**config.mk**
```make
export PLATFORM = sky130hd
export DESIGN_NAME = debayer_line_sched
export DESIGN_NICKNAME = d
export VERILOG_FILES = /design/src/rtl/debayer_line_sched_pkg.sv /design/src/rtl/debayer_rd_watchdog.sv /design/src/rtl/debayer_line_sched.sv
export SDC_FILE = /design/constraint.sdc
export NUM_CORES = 1
export LEC_CHECK = 0
export ABC_AREA = 1
export CORE_ASPECT_RATIO = 1.4
export CORE_UTILIZATION = 52
export CTS_CLUSTER_SIZE = 40
export DETAILED_ROUTE_END_ITERATION = 10
export PLACE_DENSITY = 0.81
export REMOVE_ABC_BUFFERS = 1
export SLEW_MARGIN = 20
export SYNTH_ARGS = -nofsm -noshare
export SYNTH_HDL_FRONTEND = slang
export SYNTH_HIERARCHICAL = 1
export SYNTH_SLANG_ARGS = --single-unit
```
**constraint.sdc**
```tcl
create_clock -name clk -period 3.3 [get_ports clk]
set_input_delay 0.495 -clock clk [delete_from_list [all_inputs] [get_ports clk]]
set_output_delay 0.495 -clock clk [all_outputs]
set_load 0.02 [all_outputs]
```
**src/rtl/debayer_line_sched_pkg.sv**
```systemverilog
// Shared types and ring constants for the de-Bayer line scheduler and datapath.
package debayer_line_sched_pkg;

  localparam int unsigned NUM_LINE_SLOTS = 4;
  localparam int unsigned RING_W         = 2;

  typedef enum logic [2:0] {
    ST_IDLE,
    ST_PRIME,
    ST_ISSUE,
    ST_READ,
    ST_WAIT,
    ST_FLUSH
  } debayer_sched_state_t;

endpackage

```
**src/rtl/debayer_rd_watchdog.sv**
```systemverilog
// Read-pass watchdog: counts cycles from start, raises expire after RD_TIMEOUT cycles.
module debayer_rd_watchdog #(
  parameter int unsigned RD_TIMEOUT = 4096
) (
  input  logic clk,
  input  logic rst,
  input  logic start,
  input  logic clear,
  output logic expire
);

  localparam int unsigned CW = $clog2(RD_TIMEOUT + 1);

  logic [CW-1:0] count;
  logic          run;

  always_ff @(posedge clk or posedge rst) begin
    if (rst) begin
      count <= '0;
      run   <= 1'b0;
    end else if (clear) begin
      count <= '0;
      run   <= 1'b0;
    end else if (start) begin
      count <= '0;
      run   <= 1'b1;
    end else if (run && !expire) begin
      count <= count + 1'b1;
    end
  end

  assign expire = run && (count == CW'(RD_TIMEOUT - 1));

endmodule

```
**src/rtl/debayer_line_sched.sv**
```systemverilog
// Frame sequencer for the 4-line de-Bayer ring buffer.
// Define DEBAYER_FLUSH_EN to re-read the edge lines with extra passes after EOF.
module debayer_line_sched
  import debayer_line_sched_pkg::*;
#(
  parameter int unsigned LINES_PER_FRAME = 480,
  parameter int unsigned PRIME_LINES     = 3,
  parameter int unsigned RD_TIMEOUT      = 4096,
  localparam int unsigned LW             = $clog2(LINES_PER_FRAME + 1)
) (
  input  logic              clk,
  input  logic              rst,
  input  logic              frame_start,
  input  logic              frame_end,
  input  logic              line_end,
  input  logic              rd_done,
  input  logic              err_clr,
  output logic [RING_W-1:0] wr_line_sel,
  output logic [RING_W-1:0] rd_phase,
  output logic              rgb_valid,
  output logic              rd_start,
  output logic [LW-1:0]     lines_in,
  output logic [LW-1:0]     lines_out,
  output logic              busy,
  output logic              overflow,
  output logic              timeout
);

  debayer_sched_state_t state;
  logic                 eof_seen;
  logic                 le_ok, rd_ok, issue_ok, eof_now, ovf_set, to_set;
  logic [LW-1:0]        lines_in_nx, lines_out_nx, backlog;
  logic                 wd_start, wd_clear, wd_expire;
`ifdef DEBAYER_FLUSH_EN
  localparam int unsigned FW = $clog2(PRIME_LINES + 1);
  logic [FW-1:0]        flush_cnt;
`endif

  // A line_end coincident with frame_start belongs to the aborted frame and is dropped.
  assign le_ok        = line_end && !frame_start && (state != ST_IDLE) &&
                        (lines_in != LW'(LINES_PER_FRAME));
  assign rd_ok        = rd_done && !frame_start && (state == ST_READ);
  assign lines_in_nx  = lines_in + LW'(le_ok);
  assign lines_out_nx = lines_out + LW'(rd_ok);
  assign issue_ok     = {1'b0, lines_in_nx} >= ({1'b0, lines_out_nx} + (LW+1)'(PRIME_LINES));
  assign eof_now      = eof_seen || frame_end;
  assign backlog      = lines_in - lines_out;
  assign ovf_set      = le_ok && ({1'b0, backlog} >= (LW+1)'(NUM_LINE_SLOTS));
  assign to_set       = (state == ST_READ) && !frame_start && !rd_done && wd_expire;
  assign busy         = (state != ST_IDLE);

  assign wd_start = (state == ST_ISSUE) && !frame_start;
  assign wd_clear = (state == ST_READ) ? (frame_start || rd_done || wd_expire) : !wd_start;

  debayer_rd_watchdog #(.RD_TIMEOUT(RD_TIMEOUT)) u_wd (
    .clk    (clk),
    .rst    (rst),
    .start  (wd_start),
    .clear  (wd_clear),
    .expire (wd_expire)
  );

  always_ff @(posedge clk or posedge rst) begin
    if (rst) begin
      state       <= ST_IDLE;
      wr_line_sel <= '0;
      rd_phase    <= '1;
      rgb_valid   <= 1'b0;
      rd_start    <= 1'b0;
      lines_in    <= '0;
      lines_out   <= '0;
      overflow    <= 1'b0;
      timeout     <= 1'b0;
      eof_seen    <= 1'b0;
`ifdef DEBAYER_FLUSH_EN
      flush_cnt   <= '0;
`endif
    end else begin
      rd_start <= 1'b0;
      overflow <= ovf_set | (overflow & ~err_clr);
      timeout  <= to_set  | (timeout  & ~err_clr);
      if (frame_start) begin
        state       <= ST_PRIME;
        rgb_valid   <= 1'b0;
        wr_line_sel <= '0;
        rd_phase    <= '1;
        lines_in    <= '0;
        lines_out   <= '0;
        eof_seen    <= 1'b0;
`ifdef DEBAYER_FLUSH_EN
        flush_cnt   <= '0;
`endif
      end else if (state != ST_IDLE) begin
        if (le_ok) begin
          wr_line_sel <= wr_line_sel + 1'b1;
          lines_in    <= lines_in_nx;
        end
        if (frame_end) eof_seen <= 1'b1;
        case (state)
          ST_PRIME: begin
            if (issue_ok) begin
              rgb_valid <= 1'b1;
              state     <= ST_ISSUE;
            end else if (frame_end) begin
              rgb_valid <= 1'b0;
              state     <= ST_IDLE;
            end
          end
          ST_ISSUE: begin
            rd_start <= 1'b1;
            state    <= ST_READ;
          end
          ST_READ, ST_WAIT: begin
            if (rd_ok) begin
              lines_out <= lines_out_nx;
              rd_phase  <= rd_phase + 1'b1;
            end
            if (state == ST_READ && !rd_ok) begin
              if (wd_expire) begin
                rgb_valid <= 1'b0;
                state     <= ST_IDLE;
              end
            end else if (issue_ok) begin
              state <= ST_ISSUE;
            end else if (eof_now) begin
`ifdef DEBAYER_FLUSH_EN
              state     <= ST_FLUSH;
`else
              rgb_valid <= 1'b0;
              state     <= ST_IDLE;
`endif
            end else begin
              state <= ST_WAIT;
            end
          end
`ifdef DEBAYER_FLUSH_EN
          ST_FLUSH: begin
            if (flush_cnt == FW'(PRIME_LINES - 1)) begin
              rgb_valid <= 1'b0;
              state     <= ST_IDLE;
            end else begin
              flush_cnt <= flush_cnt + 1'b1;
              state     <= ST_ISSUE;
            end
          end
`endif
          default: begin
            rgb_valid <= 1'b0;
            state     <= ST_IDLE;
          end
        endcase
      end
    end
  end

endmodule

```
==> results.tsv <==
stage	metric	value	unit
cts	htree depth	2	
final_layout	diodes inserted	0	
yosys	syn avg cell area	7.29	um2
global_routing	initial antenna violation count	0	
timing	worst-margin pin slew	0.565	ns
timing	final setup TNS	0	ns
setup_path	crit start category	register	
yosys	synth cell count leaders	nand2_1, inv_1, dfrtp_1	
placed_design	GP Congestion	0.920	
timing	Max Freq	0.304	GHz
timing	Final setup viols	0	
global_routing	gr usage total	27.9	%
setup_path	most used cell, CP	nand2_1	
drt	met2 wire length	4.70	mm
min_path	Hold Crit Class	register to register	
drt	WL met1	3.21	mm
floorplan	# IOs	34	
setup_path	Worst EP arrival	3.49	ns
drt	Vias/cell	5.56	
final_layout	nets	546	
timing	Slew headroom	62.3	%
timing	final-report hold violation count	0	
placed_design	Placed Cells	572	
global_routing	vias in the first global route	3052	
yosys	main combinational cell family by area after synthesis	simple AND/OR/NAND/NOR gates	
cts	Max clock buf depth	2	
final_layout	Fillers	443	
yosys	Synth Area in Compound Gates	8.27	%
drt	Initial DRT Pass Iterations	5	
drt	wire per inst	14.9	um
setup_path	Worst Path Buf+Inv	6	
yosys	Post-synth ARST share	100	%
placed_design	IO Port Bufs	33	
drt	# DRC	0	
yosys	Synth area leader	dfrtp_1	
floorplan	chip height	94.7	um
final_layout	proportion of layout cells with a drive suffix above 1	21.9	%
cts	clk slew on worst S/H paths	0.08	ns
yosys	Synth top area share	32.9	%
run	Max-Cap Viols	0	
power	static leakage	0.00199	uW
timing	clk_skew	0.0121	ns
yosys	mux share of post-synthesis cell area	0	%
placed_design	worst slack, placed	-0.396	ns
floorplan	row count	33	
drt	uppermost layer routed	met4	
floorplan	Die X	68.2	um
setup_path	Crit. End Element	register	
setup_path	Crit Path Category	register to register	
yosys	synth warn	6	
yosys	Yosys reg bits	44	
final_layout	Finished Layout Cells	586	
setup_path	critical path's top delay family	simple AND/OR/NAND/NOR gates	
power	worst vdd ir	0.000264	V
timing	Slew Limit Fails	0	
power	pwr/cell area	257	nW/um2
drt	antenna violation net count after detailed routing	0	
placed_design	HPWL after DPL	6.31	mm
yosys	Area contributors post-synth	dfrtp_1, nand2_1, ha_1, inv_1, nand3_1	
global_routing	largest net degree at the start of global routing	31	
setup_path	worst path required time	3.50	ns
yosys	Post-synth EDFFs	0	
yosys	Distinct cells, synth	34	
cts	clk sink count	44	
global_routing	GRT overflow	0	
timing	fin crit share	99.7	%
cts	CTS Buf Count	5	
yosys	most common cell in the synthesized netlist	nand2_1	
setup_path	max incr delay on CP	0.39	ns
cts	CTS tree	done	
yosys	Mapped Area	3190	um2
floorplan	Core Box Area	5900	um2
drt	Vias	3260	
yosys	register area share after synthesis	34.6	%
setup_path	worst-path fanout max	3	
status	status	completed	
timing	Final min period	3.29	ns
cts	CTS root buf	clkbuf_8	
drt	DRT iter0 DRCs	184	
floorplan	Die Area	6460	um2
cts	CTS hold repair buffers	0	
timing	post-route setup slack	0.00838	ns
yosys	Synth Area in XOR/XNOR	6.58	%
yosys	simple-gate share of the synthesized area	32.8	%
drt	metal3 WL	354	um
drt	final wirelength	8.71	mm
yosys	Most used DFF post-synth	dfrtp_1	
timing	RSZ-0062 raised after global routing	true	
setup_path	Crit-path slowest cell	dfrtp_1	
final_layout	growth of design area from synthesis to finish	32.0	%
yosys	Syn Inst Count	438	
floorplan	Initial Util	54.1	%
yosys	area share of fa/ha/maj cells after synthesis	9.64	%
cts	worst skew pair latency	0.31	ns
global_routing	first-pass GRT wire length	13.3	mm
## power by group
part,internal [uW],switching (uW)
combinational,26.5,47.6
clock,267,196
sequential,544,4.06
total,837,248
## final timing paths
kind,slack [ns],depth (start not counted),to,start
min,0.49,2,rgb_valid,rgb_valid
max in group asynchronous,2.35,2,u_wd/run,rst
max reg2reg,0.008,29,rgb_valid,state[2]
min in group asynchronous,0.56,2,u_wd/count[5],rst
min reg2reg,0.49,2,rgb_valid,rgb_valid
max,0.008,29,rgb_valid,state[2]
## layout by cell type, fill, tap and decap left out, drive strengths merged, types with 2 or more instances in the layout
cell,instances
clkbuf,7
nand2,118
inv,66
dfstp,2
nor3,11
o22ai,11
nand3,36
xnor2,6
o21ai,20
a21oi,13
clkdlybuf4s50,32
dfrtp,42
buf,40
or2,2
nand4,12
xor2,18
ha,23
nor2,48
## cells by family (layout without fill, tap and decap cells)
logic type,Yosys count,in the layout
adder cells (fa/ha/maj),24,24
AO/OA/AOI/OAI,48,48
flip-flops,44,44
buffers and inverters,69,147
XOR/XNOR,24,24
AND/OR/NAND/NOR,229,229
## worst min-delay path, stage by stage, from the launching register on
cell and delay (ns):
dfrtp_1 0.37, nand2_1 0.05, nand2_1 0.04
## metal layers
layer | global-route usage [%] | vias up
li1 | - | 1574
met1 | 29.0 | 1532
met2 | 50.5 | 117
met3 | 3.62 | 37
met4 | 18.1 | 0
met5 | 0 | -
## per-stage QoR
stage                     hold slack, ns  utilization (%)  cell area, um2  total power (uW)
final                              0.492             71.4            4220              1090
after global routing               0.515             71.4            4220              1120
after CTS                          0.498             68.0            4020              1090
after detailed placement           0.471             65.3            3850               628
after global placement             0.481             65.3            3850               627
after floorplan                    0.384                -            3180               594
## layout make-up
| class | count | area, um2 | area share, % |
|---|---|---|---|
| multi-input combinational | 325 | 2010 | 47.8 |
| sequential | 44 | 1110 | 26.3 |
| timing repair buffer | 73 | 629 | 14.9 |
| inverter | 66 | 250 | 5.94 |
| clock buffer | 7 | 96.3 | 2.29 |
| tap | 70 | 87.6 | 2.08 |
| clock inverter | 1 | 30.0 | 0.712 |
## sequential cells by signal, summed over array words and instances, names as in the netlist
name / cells
eof_seen: 1
lines_in: 9
lines_out: 9
overflow: 1
rd_phase: 2
rd_start: 1
rgb_valid: 1
state: 3
timeout: 1
u_wd/count: 13
u_wd/run: 1
wr_line_sel: 2
## repair_timing
action / 4_1_cts / 5_1_grt
hold endpoints to repair: 0 / 0
setup buffers: 2 / 4
pin swaps: 5 / 22
resized for setup: 8 / 42
setup endpoints to repair: 3 / 4
Power figures use the tool's default switching activity.
